<file path="src/rtl/delivery_game_uc_pkg.sv">
// Shared state codes for the delivery-game control unit; benches decode db_estado
// with the same UC_* names.
package delivery_game_uc_pkg;

  typedef enum logic [3:0] {
    UC_INICIAL       = 4'd0,
    UC_PREPARA       = 4'd1,
    UC_MEDE          = 4'd2,
    UC_ESPERA_MEDIDA = 4'd3,
    UC_JOGANDO       = 4'd4,
    UC_PAUSADO       = 4'd5,
    UC_FIM           = 4'd6
  } uc_state_t;

  function automatic logic is_em_jogo(input uc_state_t s);
    return (s == UC_PREPARA) || (s == UC_MEDE) || (s == UC_ESPERA_MEDIDA) ||
           (s == UC_JOGANDO) || (s == UC_PAUSADO);
  endfunction

endpackage

</file>
<file path="src/rtl/delivery_game_uc_contador_m.sv">
// Modulo-M counter with async reset, sync clear and enable; fim flags the last count.
module contador_m #(
  parameter int M = 16,
  parameter int N = (M > 1) ? $clog2(M) : 1
) (
  input  logic clock,
  input  logic reset_n,
  input  logic zera_s,
  input  logic conta,
  output logic fim
);

  localparam logic [N-1:0] LAST = N'(M - 1);

  logic [N-1:0] q;

  always_ff @(posedge clock or negedge reset_n) begin
    if (!reset_n) begin
      q <= '0;
    end else if (zera_s) begin
      q <= '0;
    end else if (conta) begin
      q <= (q == LAST) ? '0 : q + N'(1);
    end
  end

  assign fim = (q == LAST);

endmodule

</file>
<file path="src/rtl/delivery_game_uc.sv">
// Moore control unit sequencing the delivery-game datapath: start, speed
// measurement with timeout, play with periodic re-measurement, pause, game over.
module delivery_game_uc
  import delivery_game_uc_pkg::*;
#(
  parameter int REMEASURE_CYCLES = 50_000_000,
  parameter int TIMEOUT_CYCLES   = 5_000_000
) (
  input  logic       clock,
  input  logic       reset_n,
  input  logic       iniciar,
  input  logic       pausar,
  input  logic       game_over,
  input  logic       velocity_ready,
  output logic       zera_fd,
  output logic       get_velocity,
  output logic       count_map,
  output logic       em_jogo,
  output logic       fim_jogo,
  output logic       db_timeout,
  output logic [3:0] db_estado
);

  uc_state_t estado, prox;
  logic first_done, timeout_q;
  logic set_first, set_timeout;
  logic zera_timers, conta_meas, conta_to;
  logic fim_meas, fim_to;

  // The re-measure timer parks on its last count, so a pause taken on that
  // cycle still re-measures right after resume.
  contador_m #(.M(REMEASURE_CYCLES)) u_timer_remede (
    .clock  (clock),
    .reset_n(reset_n),
    .zera_s (zera_timers),
    .conta  (conta_meas),
    .fim    (fim_meas)
  );

  contador_m #(.M(TIMEOUT_CYCLES)) u_timer_timeout (
    .clock  (clock),
    .reset_n(reset_n),
    .zera_s (zera_timers),
    .conta  (conta_to),
    .fim    (fim_to)
  );

  always_ff @(posedge clock or negedge reset_n) begin
    if (!reset_n) estado <= UC_INICIAL;
    else          estado <= prox;
  end

  always_ff @(posedge clock or negedge reset_n) begin
    if (!reset_n) begin
      first_done <= 1'b0;
      timeout_q  <= 1'b0;
    end else if (estado == UC_PREPARA) begin
      first_done <= 1'b0;
      timeout_q  <= 1'b0;
    end else if (set_first) begin
      first_done <= 1'b1;
      timeout_q  <= set_timeout;
    end
  end

  always_comb begin
    prox        = estado;
    set_first   = 1'b0;
    set_timeout = 1'b0;
    case (estado)
      UC_INICIAL:       if (iniciar) prox = UC_PREPARA;
      UC_PREPARA:       prox = UC_MEDE;
      UC_MEDE:          prox = (first_done && game_over) ? UC_FIM : UC_ESPERA_MEDIDA;
      UC_ESPERA_MEDIDA: begin
        if (first_done && game_over) begin
          prox = UC_FIM;
        end else if (velocity_ready) begin
          prox      = UC_JOGANDO;
          set_first = 1'b1;
        end else if (fim_to) begin
          prox        = UC_JOGANDO;
          set_first   = 1'b1;
          set_timeout = 1'b1;
        end
      end
      UC_JOGANDO: begin
        if (game_over)     prox = UC_FIM;
        else if (pausar)   prox = UC_PAUSADO;
        else if (fim_meas) prox = UC_MEDE;
      end
      UC_PAUSADO: begin
        if (pausar)       prox = UC_JOGANDO;
        else if (iniciar) prox = UC_PREPARA;
      end
      UC_FIM:           if (iniciar) prox = UC_PREPARA;
      default:          prox = UC_INICIAL;
    endcase
  end

  always_comb begin
    zera_fd      = (estado == UC_PREPARA);
    get_velocity = (estado == UC_MEDE);
    count_map    = (estado == UC_JOGANDO) ||
                   (first_done && ((estado == UC_MEDE) || (estado == UC_ESPERA_MEDIDA)));
    em_jogo      = is_em_jogo(estado);
    fim_jogo     = (estado == UC_FIM);
    zera_timers  = (estado == UC_PREPARA) || (estado == UC_MEDE);
    conta_meas   = (estado == UC_JOGANDO) && !fim_meas;
    conta_to     = (estado == UC_ESPERA_MEDIDA);
    db_estado    = estado;
  end

  assign db_timeout = timeout_q;

endmodule

</file>
<file path="config.mk">
export PLATFORM = sky130hd
export DESIGN_NAME = delivery_game_uc
export DESIGN_NICKNAME = d
export VERILOG_FILES = /design/src/rtl/delivery_game_uc_pkg.sv /design/src/rtl/delivery_game_uc_contador_m.sv /design/src/rtl/delivery_game_uc.sv
export SDC_FILE = /design/constraint.sdc
export NUM_CORES = 1
export LEC_CHECK = 0
export ABC_AREA = 1
export CORE_ASPECT_RATIO = 1.1
export CORE_MARGIN = 2
export CORE_UTILIZATION = 55
export CTS_CLUSTER_SIZE = 20
export DETAILED_ROUTE_END_ITERATION = 12
export GPL_TIMING_DRIVEN = 0
export PLACE_DENSITY = 0.79
export SLEW_MARGIN = 20
export SYNTH_ARGS = -nofsm -noshare
export SYNTH_HDL_FRONTEND = slang
export SYNTH_SLANG_ARGS = --single-unit
</file>
<file path="constraint.sdc">
create_clock -name clock -period 4.2 [get_ports clock]
set_input_delay 0.84 -clock clock [delete_from_list [all_inputs] [get_ports clock]]
set_output_delay 0.84 -clock clock [all_outputs]
set_load 0.02 [all_outputs]
</file>
## Word-level counts from Yosys, hierarchy flattened

Index checks and enable logic that the tools add are counted.

- Register bits: 55
- Output and inout bits: 10

- Reductions and logical operators: 16
- Equality and inequality tests: 10
- Add/sub/neg operators: 2
- Muxes and demuxes: 27

Operators with widths:

| cell | count |
|---|---|
| $mux 26 | 3 |
| $mux 23 | 3 |
| $mux 4 | 8 |
| $add 26x1->26 const B | 1 |
| $eq 26x26->1 const B | 1 |
| $pmux 4 s6 | 1 |
| $add 23x1->23 const B | 1 |
| $eq 23x23->1 const B | 1 |
| $eq 4x3->1 const B | 3 |
| $mux 1 | 11 |
| $eq 4x2->1 const B | 2 |
| $logic_or 1x1->1 | 6 |
| $reduce_bool 2->1 | 3 |
| $eq 4x1->1 const B | 1 |
| $logic_not 4->1 | 1 |
| $ne 4x2->1 const B | 1 |
| $ne 4x4->1 const B | 1 |
| $logic_and 1x1->1 | 3 |
| $mux 3 | 1 |
| $reduce_and 2->1 | 1 |
| $reduce_or 2->1 | 1 |
| $logic_not 1->1 | 1 |

## Longest topological paths before layout

- Depth after elaboration: 7
- Depth in mapped cells: 13

## Hierarchy

A second synthesis with hierarchy kept.

- Cell total of the unflattened synthesis: 531
- Area total of the unflattened synthesis: 3613.5 um2

Modules (own cells, without submodules):

| module | instances | cells an instance | area an instance (um2) |
|---|---|---|---|
| contador_m (u_timer_remede) | 1 | 236 | 1657.8 |
| contador_m (u_timer_timeout) | 1 | 215 | 1453.9 |
| delivery_game_uc | 1 | 80 | 501.7 |

## Least setup slack after synthesis

OpenSTA, ideal clock, no wires.

- Kind: register to output
- From: reg estado[2] (netlist: db_estado[2])
- To: out em_jogo
- Cell stages (with the launch flop): 7
- Data arrival time: 1.462 ns
- Path slack: 1.898 ns
- Cells stage by stage: dfrtp_1 -> nor2_2 -> inv_1 -> nor2_1 -> buf_2 -> clkinv_1 -> o21ai_0

- Word-level cells in the longest chain between the ends: 5
- Elaborated cells between the ends (all ways): 9
- Those cells by class: eq/ne (5); reduce/logical (4)

RTL lines:

| element | RTL line | text |
|---|---|---|
| start, declared | delivery_game_uc.sv:24 | `uc_state_t estado, prox;` |
| start signal, assigned | delivery_game_uc.sv:50 | `else estado <= prox;` |
| $eq 4x1->1 / $eq 4x2->1 (equally long branches) | delivery_game_uc_pkg.sv:16 | `return (s == UC_PREPARA) \|\| (s == UC_MEDE) \|\| (s == UC_ESPERA_MEDIDA) \|\|` |
| $logic_or 1x1->1 (3 in series) | delivery_game_uc_pkg.sv:16 |  |
| $logic_or 1x1->1 * | delivery_game_uc_pkg.sv:17 | `(s == UC_JOGANDO) \|\| (s == UC_PAUSADO);` |
| end, declared | delivery_game_uc.sv:18 | `output logic em_jogo,` |

Every way passes the cells marked *; elsewhere a longest branch is shown, timed or not.

## Final worst setup path

Ends and elaborated chain as after synthesis.

==> results by group <==
Floorplan
  • IO Count: 16
  • Rows: 31
  • Die X: just over 80 µm
  • Core Area: roughly 6500 µm²
  • Area of the die: roughly 7300 µm²
  • Initial Util: 0.559
  • Die Y-Extent: approximately 90 µm

Place
  • Dpl cells: ~640
  • Input/output buffers: 15
  • GP Congestion: 0.962
  • Dpl hpwl: ~6700 µm
  • Setup WS pre-CTS: 1.20 ns

Clock network
  • CTS tree: yes
  • CTS Sinks: 55
  • Reg clk slew, reported paths: about 0.090 ns
  • # Post-CTS Setup Buffers: 0
  • Resized cells post-CTS: 0
  • Num CTS Buffers: 5
  • Clk_lat worst skew: just over 0.3 ns
  • Max H-tree Level: 2
  • Cts hold-fix bufs: 0
  • Clock Path Buffers: 2
  • Clock root cell: clkbuf_8

Timing
  • Period utilization: 0.793
  • Slew Limit Headroom: 0.539
  • Peak Freq: 300 MHz
  • Setup tns final: 0 ns
  • Final hold vios: 0
  • Slew @ Worst Pin: 0.692 ns
  • Final setup margin: about 0.87 ns
  • Slew Limit Fails: 0
  • Unrepaired setup endpoints after global routing: no
  • Hold_ws: around 0.5 ns
  • Setup violators final: 0
  • Fin crit period: ~3.3 ns
  • Clk_skew: 0.00892 ns

Setup path
  • Kind of launch point of the worst setup path: flip-flop
  • CP endpoint kind: output port
  • Crit. Startpoint: db_estado[2]
  • Data required time of the critical path: 3.36 ns
  • FF-to-FF Start: u_timer_timeout.q[0]
  • CP Cell Sequence: nor2_2 > inv_1 > nor2_1 > buf_2 > clkinv_1 > o21ai_0 > clkdlybuf4s50_1
  • WS Path Type: reg -> out
  • CP max stage delay: 0.63 ns
  • CP max FO: 10
  • Slowest CP cell: clkdlybuf4s50_1
  • CP Data Arrival Time: ~2.5 ns

Run status
  • Outcome: finished, final reports clean

Power and ir drop
  • Static Leak: around 1.8 nW
  • Max IR drop VDD: 0.172 mV
  • Pwr Density: 319 nW/µm²

Final layout
  • Sequential Area: ~1400 µm²
  • Non-filler cells, final: around 640
  • Syn-to-layout area delta: 10.2%
  • Nets: about 570
  • # fillers: just under 600
  • Number of antenna diodes: 0
  • Area of the multi-input gates: between 1500 and 2000 µm²
  • Share of layout cells above drive strength 1: 0.0517

Detailed routing
  • DRC violation total after the first TritonRoute iteration: 188
  • Vias per cell: between 5 and 6
  • Sum of routed wire length over all layers: 8940 µm
  • Wirelength per Cell: between 10 and 15 µm
  • Final ANT Viol Nets: 0
  • Drt pass-1 iters: 5
  • Via count: between 3000 and 4000
  • DRC viols: 0

GRT
  • Met1 Use GR: 0.313
  • First-pass GRT wire length: 15200 µm
  • Number of global-route vias before repair: about 3500
  • GRT met2 Usage: 0.487
  • Initial antenna violation count: 0
  • Total track usage: 0.269
  • Largest net degree at the start of global routing: 56
  • Met3 Usage GRT: 0.0364
  • Gr busiest metal: met2
  • Overflow after GRT: 0

Yosys
  • Cell type contributing the most total cell area after synthesis: dfrtp_1
  • Commonest register cell after synthesis: dfrtp_1
  • Dominant cell by count in the synthesized netlist: nand2_1
  • Synthesized Nets: approximately 550
  • Post-synthesis sequential area ratio: 0.380
  • Commonest cells post-synth: 150 x nand2_1, 72 x inv_1, 67 x nor2_1
  • Synthesized flop and latch total: 55
  • Share of flip-flops with an asynchronous set or reset: 1.00
  • Cell count after synthesis: 538
  • Post-synth EDFFs: 0
  • Ys Warns: 0
  • Top cells by area, synth: dfrtp_1 38%, nand2_1 16%, inv_1 7.5%
  • Synth top area share: 0.380
  • Post-Syn Area: around 3600 µm²
  • Count of cell types in the netlist: 31
  • Avg Cell Area, Syn: slightly below 7 µm²

Hold path
  • Hold wc startpoint: u_timer_remede.q[1]
  • Type of the most critical hold path: reg -> reg

Run
  • MaxCap Viol Count: 0
## worst paths after layout
| check | endpoint | slack, ns | depth (start not counted) |
|---|---|---|---|
| min in group asynchronous | db_timeout | 0.55 | 1 |
| max | em_jogo | 0.87 | 7 |
| max reg2reg | u_timer_timeout.q[7] | 2.08 | 8 |
| min reg2reg | u_timer_remede.q[1] | 0.51 | 2 |
| max in group asynchronous | u_timer_remede.q[14] | 3.17 | 1 |
| min | u_timer_remede.q[1] | 0.51 | 2 |
## worst max-delay path, delay by kind of cell, from the launching register on
family                 cells  cell delay, ns
buffers and inverters      4            1.26
AOI/OAI and AO/OA          1            0.16
and+or+nand+nor            2            0.33
DFF                        1            0.43
## routing by layer
layer / wire length (µm) / vias up
met4: 301 / 0
met2: 4510 / 94
li1: - / 1773
met1: 3780 / 1630
met3: 351 / 30
met5: 0 / -
## cells by family after synthesis
family | Yosys count | synth area share
AND/OR/NAND/NOR | 317 | 0.381
other | 1 | 0.00104
AO/OA/AOI/OAI | 57 | 0.0839
buffers and inverters | 84 | 0.0940
adder cells (fa/ha/maj) | 2 | 0.00691
XOR/XNOR | 22 | 0.0532
flip-flops | 55 | 0.380
## through the flow
step | util | area (µm²) | total power (W)
after floorplan | - | 3620 | 0.000789
after global placement | 0.598 | 3870 | 0.000907
final | 0.616 | 3990 | 0.00127
after global routing | 0.616 | 3990 | 0.00134
after detailed placement | 0.598 | 3870 | 0.000913
after CTS | 0.616 | 3990 | 0.00128
## cell usage in the layout (no fill, tap or decap)
master | Yosys | layout
nand2_1 | 150 | 150
clkdlybuf4s50_1 | 0 | 14
inv_1 | 72 | 72
xnor2_1 | 3 | 3
nand3_1 | 53 | 53
nand4_1 | 16 | 16
o21ai_1 | 3 | 3
buf_6 | 2 | 2
buf_4 | 0 | 1
nand3b_1 | 2 | 2
clkinv_1 | 1 | 1
o22ai_1 | 8 | 8
clkbuf_8 | 0 | 6
inv_2 | 2 | 2
nor2_4 | 3 | 3
clkbuf_1 | 1 | 1
o2111ai_1 | 1 | 1
ha_1 | 2 | 2
clkinv_2 | 0 | 1
buf_2 | 4 | 4
conb_1 | 1 | 1
a21oi_1 | 12 | 12
nor4_1 | 1 | 1
nor2_2 | 3 | 3
nor2_1 | 67 | 67
bufinv_16 | 0 | 1
clkinv_4 | 1 | 1
nand2_4 | 2 | 2
o31ai_1 | 1 | 1
o21ai_0 | 31 | 31
xor2_1 | 19 | 19
a21o_1 | 1 | 1
nor3_1 | 17 | 17
nand2_2 | 3 | 3
buf_1 | 1 | 1
dfrtp_1 | 55 | 55
## registers in the layout, indices dropped and copies added (netlist names)
| signal | flops |
|---|---|
| db_estado | 4 |
| db_timeout | 1 |
| first_done | 1 |
| u_timer_remede.q | 26 |
| u_timer_timeout.q | 23 |
## layout make-up
cell class                      count  share of cell area
Tap cell                           82              0.0257
Timing Repair Buffer               15              0.0370
Clock buffer                        6              0.0207
Buffer                              8              0.0125
Clock inverter                      2             0.00878
Inverter                           76              0.0727
Sequential cell                    55               0.345
Multi-Input combinational cell    399               0.478
## where the power goes
part | leakage [nW] | internal (W) | switching (W)
Combinational | 0.965 | 0.000101 | 0.000223
Sequential | 0.764 | 0.000551 | 0.0000290
Clock | 0.0612 | 0.000193 | 0.000174
No activity file was read; power rests on OpenSTA's default activity.
